===== config.mk =====
export PLATFORM = sky130hd
export DESIGN_NAME = wb_arbiter_2m
export DESIGN_NICKNAME = d
export VERILOG_FILES = /design/src/rtl/wb_arbiter_2m.sv
export SDC_FILE = /design/constraint.sdc
export NUM_CORES = 1
export LEC_CHECK = 0
export ABC_CLOCK_PERIOD_IN_PS = 2950
export CORE_AREA = 2 2 125 127
export CTS_CLUSTER_DIAMETER = 100
export CTS_CLUSTER_SIZE = 10
export DETAILED_ROUTE_END_ITERATION = 10
export DIE_AREA = 0 0 127 129
export SLEW_MARGIN = 10
export SYNTH_ARGS = -nofsm -noshare
export SYNTH_HDL_FRONTEND = slang
export SYNTH_SLANG_ARGS = --single-unit

===== constraint.sdc =====
create_clock -name i_clk -period 2.95 [get_ports i_clk]
set_clock_uncertainty 0.2 [all_clocks]
set_input_delay 0.59 -clock i_clk [delete_from_list [all_inputs] [get_ports i_clk]]
set_output_delay 0.59 -clock i_clk [all_outputs]
set_load 0.03 [all_outputs]

===== src/rtl/wb_arbiter_2m.sv =====
// Two-master Wishbone arbiter: round-robin grant with a bus lock that lasts the whole cycle,
// and a bus-error abort on a strobe the slave never acknowledges.
module wb_arbiter_2m #(
    parameter int unsigned TIMEOUT_CYCLES = 16
) (
    input  logic        i_clk,
    input  logic        i_arst,

    input  logic        i_m0_wb_cyc,
    input  logic        i_m0_wb_stb,
    input  logic        i_m0_wb_we,
    input  logic [3:0]  i_m0_wb_sel,
    input  logic [31:0] i_m0_wb_adr,
    input  logic [31:0] i_m0_wb_dat,
    output logic [31:0] o_m0_wb_dat,
    output logic        o_m0_wb_ack,
    output logic        o_m0_wb_err,

    input  logic        i_m1_wb_cyc,
    input  logic        i_m1_wb_stb,
    input  logic        i_m1_wb_we,
    input  logic [3:0]  i_m1_wb_sel,
    input  logic [31:0] i_m1_wb_adr,
    input  logic [31:0] i_m1_wb_dat,
    output logic [31:0] o_m1_wb_dat,
    output logic        o_m1_wb_ack,
    output logic        o_m1_wb_err,

    output logic        o_s_wb_cyc,
    output logic        o_s_wb_stb,
    output logic        o_s_wb_we,
    output logic [3:0]  o_s_wb_sel,
    output logic [31:0] o_s_wb_adr,
    output logic [31:0] o_s_wb_dat,
    input  logic [31:0] i_s_wb_dat,
    input  logic        i_s_wb_ack,

    output logic [1:0]  o_grant,
    output logic        o_timeout
);

    localparam int unsigned WCNT_W = $clog2(TIMEOUT_CYCLES + 1);
    localparam logic [WCNT_W-1:0] WCNT_LIMIT = WCNT_W'(TIMEOUT_CYCLES - 1);

    typedef enum logic [1:0] {
        IDLE = 2'd0,
        OWN0 = 2'd1,
        OWN1 = 2'd2
    } state_t;

    state_t            state, state_nx;
    logic              last_owner, last_owner_nx;
    logic [WCNT_W-1:0] wcnt, wcnt_nx;
    logic              abort, abort_nx;
    logic              own_cyc, own_stb;

    always_ff @(posedge i_clk or posedge i_arst) begin
        if (i_arst) begin
            state      <= IDLE;
            last_owner <= 1'b1;
            wcnt       <= '0;
            abort      <= 1'b0;
        end else begin
            state      <= state_nx;
            last_owner <= last_owner_nx;
            wcnt       <= wcnt_nx;
            abort      <= abort_nx;
        end
    end

    always_comb begin
        state_nx      = state;
        last_owner_nx = last_owner;
        wcnt_nx       = '0;
        abort_nx      = 1'b0;
        own_cyc       = 1'b0;
        own_stb       = 1'b0;

        o_s_wb_cyc  = 1'b0;
        o_s_wb_stb  = 1'b0;
        o_s_wb_we   = 1'b0;
        o_s_wb_sel  = '0;
        o_s_wb_adr  = '0;
        o_s_wb_dat  = '0;
        o_m0_wb_dat = '0;
        o_m0_wb_ack = 1'b0;
        o_m0_wb_err = 1'b0;
        o_m1_wb_dat = '0;
        o_m1_wb_ack = 1'b0;
        o_m1_wb_err = 1'b0;
        o_grant     = 2'b00;
        o_timeout   = abort;

        case (state)
            IDLE: begin
                // On a tie, last_owner points at the master to skip.
                if (i_m0_wb_cyc && (!i_m1_wb_cyc || last_owner)) begin
                    state_nx      = OWN0;
                    last_owner_nx = 1'b0;
                end else if (i_m1_wb_cyc) begin
                    state_nx      = OWN1;
                    last_owner_nx = 1'b1;
                end
            end
            OWN0: begin
                own_cyc     = i_m0_wb_cyc;
                own_stb     = i_m0_wb_stb;
                o_grant     = 2'b01;
                o_s_wb_cyc  = i_m0_wb_cyc;
                o_s_wb_stb  = i_m0_wb_stb & ~abort;
                o_s_wb_we   = i_m0_wb_we;
                o_s_wb_sel  = i_m0_wb_sel;
                o_s_wb_adr  = i_m0_wb_adr;
                o_s_wb_dat  = i_m0_wb_dat;
                o_m0_wb_dat = i_s_wb_dat;
                o_m0_wb_ack = i_s_wb_ack & i_m0_wb_cyc & ~abort;
                o_m0_wb_err = abort;
                if (!i_m0_wb_cyc)
                    state_nx = IDLE;
            end
            OWN1: begin
                own_cyc     = i_m1_wb_cyc;
                own_stb     = i_m1_wb_stb;
                o_grant     = 2'b10;
                o_s_wb_cyc  = i_m1_wb_cyc;
                o_s_wb_stb  = i_m1_wb_stb & ~abort;
                o_s_wb_we   = i_m1_wb_we;
                o_s_wb_sel  = i_m1_wb_sel;
                o_s_wb_adr  = i_m1_wb_adr;
                o_s_wb_dat  = i_m1_wb_dat;
                o_m1_wb_dat = i_s_wb_dat;
                o_m1_wb_ack = i_s_wb_ack & i_m1_wb_cyc & ~abort;
                o_m1_wb_err = abort;
                if (!i_m1_wb_cyc)
                    state_nx = IDLE;
            end
            default: state_nx = IDLE;
        endcase

        // The abort cycle itself never counts, so the counter restarts from zero after it.
        if (own_cyc && own_stb && !i_s_wb_ack && !abort) begin
            if (wcnt == WCNT_LIMIT)
                abort_nx = 1'b1;
            else
                wcnt_nx = wcnt + WCNT_W'(1);
        end
    end

endmodule


==> results of run 1 <==
## worst max path at each step
stage | from | to | slack, ns | cells after the start
2_1_floorplan | state[0] | o_s_wb_stb | 0.59 | 7
3_3_place_gp | i_m0_wb_cyc | o_m0_wb_ack | 0.40 | 4
3_5_place_dp | state[0] | o_s_wb_adr[30] | 0.35 | 5
4_1_cts | state[0] | o_s_wb_adr[30] | 0.09 | 5
5_1_grt | state[0] | o_s_wb_adr[29] | 0.02 | 6
6_report | state[0] | o_s_wb_adr[30] | 0.15 | 6
## power groups by stage
stage | clock (uW) | sequential, uW | combinational [uW]
final | 238 | 173 | 3690
after global routing | 251 | 177 | 3940
after floorplan | 0 | 166 | 2270
after detailed placement | 0 | 175 | 3710
after global placement | 0 | 173 | 3670
after CTS | 243 | 173 | 3720
## stage by stage
step	std cells	instance area, um2	total power (uW)
after floorplan	296	2110	2430
after global placement	777	5240	3840
after global routing	781	5330	4370
final	781	5330	4100
after CTS	781	5320	4140
after detailed placement	777	5240	3880
## registers in the layout, summed over array words and instances (netlist names)
register / cells
state: 2
o_timeout: 1
wcnt: 5
last_owner: 1
## worst register-to-register path, cell delays in order (launching register included)
cell and delay, ns:
sky130_fd_sc_hd__dfrtp_1 0.43, sky130_fd_sc_hd__inv_1 0.21, sky130_fd_sc_hd__ha_4 0.37, sky130_fd_sc_hd__buf_12 0.29, sky130_fd_sc_hd__nand3_1 0.11, sky130_fd_sc_hd__nand2_1 0.12
sky130_fd_sc_hd__o21ai_2 0.09, sky130_fd_sc_hd__nor3_1 0.14
## routing by layer
| metal | track usage, % | vias up |
|---|---|---|
| li1 | - | 1615 |
| met1 | 15.5 | 1491 |
| met2 | 26.2 | 137 |
| met3 | 2.45 | 10 |
| met4 | 1.94 | 0 |
| met5 | 0 | - |
## logic make-up (layout without fill, tap and decap cells)
logic type / Yosys count / count (layout) / share of synthesized area [%]
buffers and inverters: 38 / 335 / 9.61
XOR/XNOR: 2 / 2 / 0.831
AO/OA/AOI/OAI: 80 / 80 / 29.4
multiplexers: 1 / 1 / 0.475
adder cells (fa/ha/maj): 6 / 6 / 3.56
AND/OR/NAND/NOR: 160 / 160 / 45.3
flip-flops: 9 / 9 / 10.7
## repair_timing
item                                   4_1_cts  5_1_grt
endpoints found under the hold margin        0        0
gates resized for setup                      0        1
setup endpoints to repair                    0        3
## placed cells by master, fill, tap and decap left out
| cell type | synthesis | routed |
|---|---|---|
| sky130_fd_sc_hd__clkdlybuf4s50_1 | 0 | 179 |
| sky130_fd_sc_hd__buf_4 | 7 | 133 |
| sky130_fd_sc_hd__nor2b_1 | 70 | 70 |
| sky130_fd_sc_hd__a22oi_1 | 69 | 69 |
| sky130_fd_sc_hd__and2_1 | 66 | 66 |
| sky130_fd_sc_hd__buf_12 | 0 | 13 |
| sky130_fd_sc_hd__nor2_1 | 8 | 8 |
| sky130_fd_sc_hd__dfrtp_1 | 8 | 8 |
| sky130_fd_sc_hd__nand2_1 | 7 | 7 |
| sky130_fd_sc_hd__inv_1 | 6 | 6 |
| sky130_fd_sc_hd__nand3_1 | 4 | 4 |
| sky130_fd_sc_hd__ha_4 | 0 | 3 |
| sky130_fd_sc_hd__ha_1 | 6 | 3 |
| sky130_fd_sc_hd__clkbuf_16 | 0 | 3 |
| sky130_fd_sc_hd__nand2b_1 | 2 | 2 |
| sky130_fd_sc_hd__o21ai_2 | 2 | 2 |
| sky130_fd_sc_hd__nor3_1 | 2 | 2 |
| sky130_fd_sc_hd__a22oi_4 | 1 | 1 |
| sky130_fd_sc_hd__o2111ai_1 | 1 | 1 |
| sky130_fd_sc_hd__o21ai_0 | 1 | 1 |
| sky130_fd_sc_hd__xor2_1 | 1 | 1 |
| sky130_fd_sc_hd__a22oi_2 | 1 | 1 |
| sky130_fd_sc_hd__nor2_2 | 1 | 1 |
| sky130_fd_sc_hd__xnor2_1 | 1 | 1 |
| sky130_fd_sc_hd__o211a_1 | 1 | 1 |
| sky130_fd_sc_hd__mux2i_1 | 1 | 1 |
| sky130_fd_sc_hd__a21oi_1 | 1 | 1 |
| sky130_fd_sc_hd__a31oi_1 | 1 | 1 |
| sky130_fd_sc_hd__a211oi_1 | 1 | 1 |
| sky130_fd_sc_hd__a22o_1 | 1 | 1 |
| sky130_fd_sc_hd__clkinv_2 | 0 | 1 |
| sky130_fd_sc_hd__dfstp_2 | 1 | 1 |
## cell type report
| class | instances | area (um2) | share of cell area, % |
|---|---|---|---|
| Sequential cell | 9 | 226 | 4.25 |
| Clock inverter | 1 | 5.00 | 0.0939 |
| Tap cell | 188 | 235 | 4.41 |
| Clock buffer | 3 | 75.1 | 1.41 |
| Multi-Input combinational cell | 249 | 1720 | 32.2 |
| Timing Repair Buffer | 325 | 3050 | 57.2 |
| Inverter | 6 | 22.5 | 0.422 |
==> summary.md, run 1 <==
Final layout
* **Antenna Cells** 0
* **area grow syn2layout** 153%
* **Filler Cells Inserted** 1543
* **final core utilization** 35.6%
* **layout cells sized above 1** 26.8%
* **Post-layout nets** 777

Drt
* **met1 wire length** 4780 um
* **DR WL met3** 833 um
* **remaining routing DRC violations** 0
* **Routed Wire Length** 12300 um
* **ANT nets after route** 0
* **WL/cell** 15.7 um
* **met2 WL** 6580 um
* **number of design-rule violations left by the first detailed-router iteration** 167
* **average vias per placed instance** 4.17
* **uppermost routed layer** met4
* **detailed-routing iteration count for the pre-antenna-repair pass** 4
* **routed via count** 3253

Clock tree
* **number of sinks driven by the clock tree** 9
* **Max clock buf depth** 2
* **CTS H-tree lvls** 1
* **clk root buf** sky130_fd_sc_hd__clkbuf_16
* **CTS tree** yes
* **Clk pin slew, worst setup/hold paths** 0.04 ns
* **CTS buffer count** 3
* **CTS hold repair buffers** 0
* **number of buffers inserted to repair setup after CTS** 0
* **clock network latency to the later pin of the worst-skew pair** 0.23 ns

Worst setup path
* **Setup CP Type** reg -> out
* **end of the worst register-to-register path** wcnt[0]
* **crit-path cells** inv_1 > ha_4 > buf_12 > a22oi_1 > nor2b_1 > buf_4
* **Critical Path AT** 2.01 ns
* **start of the worst register-to-register path** state[0]
* **highest-delay cell along the critical path** sky130_fd_sc_hd__dfrtp_1
* **family with the most delay on the worst path** buffers and inverters
* **R2R Setup Slk** 0.89 ns
* **CP Launch Type** flop
* **largest driver fanout on the critical path** 49
* **worst endpoint required time** 2.16 ns
* **Worst setup EP type** output pin
* **delay of the slowest cell on the worst path** 0.43 ns
* **number of buffers and inverters on the critical path** 3
* **FF-to-FF path depth** 7

Global routing
* **global-route wire length before repair** 17700 um
* **initial antenna violation count** 0
* **GRT Overall Usage** 13.4%
* **overflow left after global routing** 0
* **maximum number of pins on one net before global-route repair** 59
* **via count of the first global-routing pass** 3260

Min path
* **end point of the worst hold path** wcnt[0]
* **class of the worst hold path** reg -> reg
* **beginning of the worst hold path** wcnt[0]
* **worst hold path stage count** 1

Floorplan
* **standard-cell row count** 45
* **area inside the core boundary** 15000 um2
* **Die Y** 129 um
* **Die ar.** 16400 um2
* **I/O pin count** 319
* **horizontal die dimension** 127 um
* **initial standard-cell utilization of the core** 14.1%

STA
* **f_max** 358 MHz
* **transition at the pin with the smallest max-transition slack** 0.378 ns
* **setup-violating endpoint count in the final report** 0
* **share of the clock period used by the worst path after layout** 94.8%
* **setup repair after global routing missed its margin** false
* **worst rel slew slack** 74.7%
* **Final Max Tran Viols** 0
* **number of hold-slack violations in the final timing report** 0
* **least setup slack across all paths after layout** 0.155 ns
* **final total negative setup slack** 0 ns
* **Final min period** 2.80 ns
* **minimum hold slack** 0.277 ns

Place
* **half-perimeter wire length of the detailed placement result** 10100 um
* **Post-Place Worst Slack** 0.352 ns
* **number of port buffers** 318
* **routability congestion estimate from global placement** 0.841

Power
* **NetSw** 2170 uW
* **worst voltage drop across the vdd grid** 0.000488 V
* **Internal Dissipation** 1930 uW
* **relative contribution of combinational cells to total power** 90.0%
* **leakage power total** 0.00225 uW
* **proportion of power drawn by flip-flops and latches** 4.2%
* **clock share of power** 5.8%
* **power density over cell area** 769 nW/um2
* **switching share of power** 53.0%

Synthesis
* **mean area per synthesized cell** 7.12 um2
* **cell type with the largest total area after synthesis** sky130_fd_sc_hd__a22oi_1
* **Syn Inst Count** 296
* **share of flip-flops with an asynchronous set or reset after synthesis** 100%
* **share of the synthesized area in the top cell type** 24.6%
* **cell area after synthesis** 2110 um2
* **number of library cell types mapped by synthesis** 31
* **sequential-to-total area share from yosys stat** 10.7%
* **#FFs+latches synth** 9
* **number of synthesis warnings** 0
* **Synthesized Nets** 479
* **synth top area cells** sky130_fd_sc_hd__a22oi_1 25%, sky130_fd_sc_hd__nor2b_1 21%, sky130_fd_sc_hd__and2_1 20%, sky130_fd_sc_hd__dfrtp_1 9.5%, sky130_fd_sc_hd__ha_1 3.6%
* **number of enable-type register cells in the synthesized netlist** 0
* **predominant post-synthesis flop cell** sky130_fd_sc_hd__dfrtp_1
* **cell with the most instances after synthesis** sky130_fd_sc_hd__nor2b_1
* **most common library cells after synthesis** 70 x sky130_fd_sc_hd__nor2b_1, 69 x sky130_fd_sc_hd__a22oi_1, 66 x sky130_fd_sc_hd__and2_1, 13 x sky130_fd_sc_hd__clkbuf_1

Run
* **number of max-cap violations** 0

Run status
* **status** finished clean

Note: power is estimated with default switching activity, not from simulation.
==> run 2, diff against run 1 <==
--- a/config.mk
+++ b/config.mk
@@ -11,7 +11,7 @@
 export CTS_CLUSTER_SIZE = 10
 export DETAILED_ROUTE_END_ITERATION = 10
 export DIE_AREA = 0 0 127 129
-export SLEW_MARGIN = 10
+export SLEW_MARGIN = 20
 export SYNTH_ARGS = -nofsm -noshare
 export SYNTH_HDL_FRONTEND = slang
 export SYNTH_SLANG_ARGS = --single-unit
==> results of run 2 <==
Same layout as run 1: the final DEF is identical, and so are final timing and power.
==> run 3, diff against run 2 <==
--- a/config.mk
+++ b/config.mk
@@ -7,7 +7,7 @@
 export LEC_CHECK = 0
 export ABC_CLOCK_PERIOD_IN_PS = 2950
 export CORE_AREA = 2 2 125 127
-export CTS_CLUSTER_DIAMETER = 100
+export CTS_CLUSTER_DIAMETER = 50
 export CTS_CLUSTER_SIZE = 10
 export DETAILED_ROUTE_END_ITERATION = 10
 export DIE_AREA = 0 0 127 129
==> results of run 3 <==
Same layout as run 1: the final DEF is identical, and so are final timing and power.
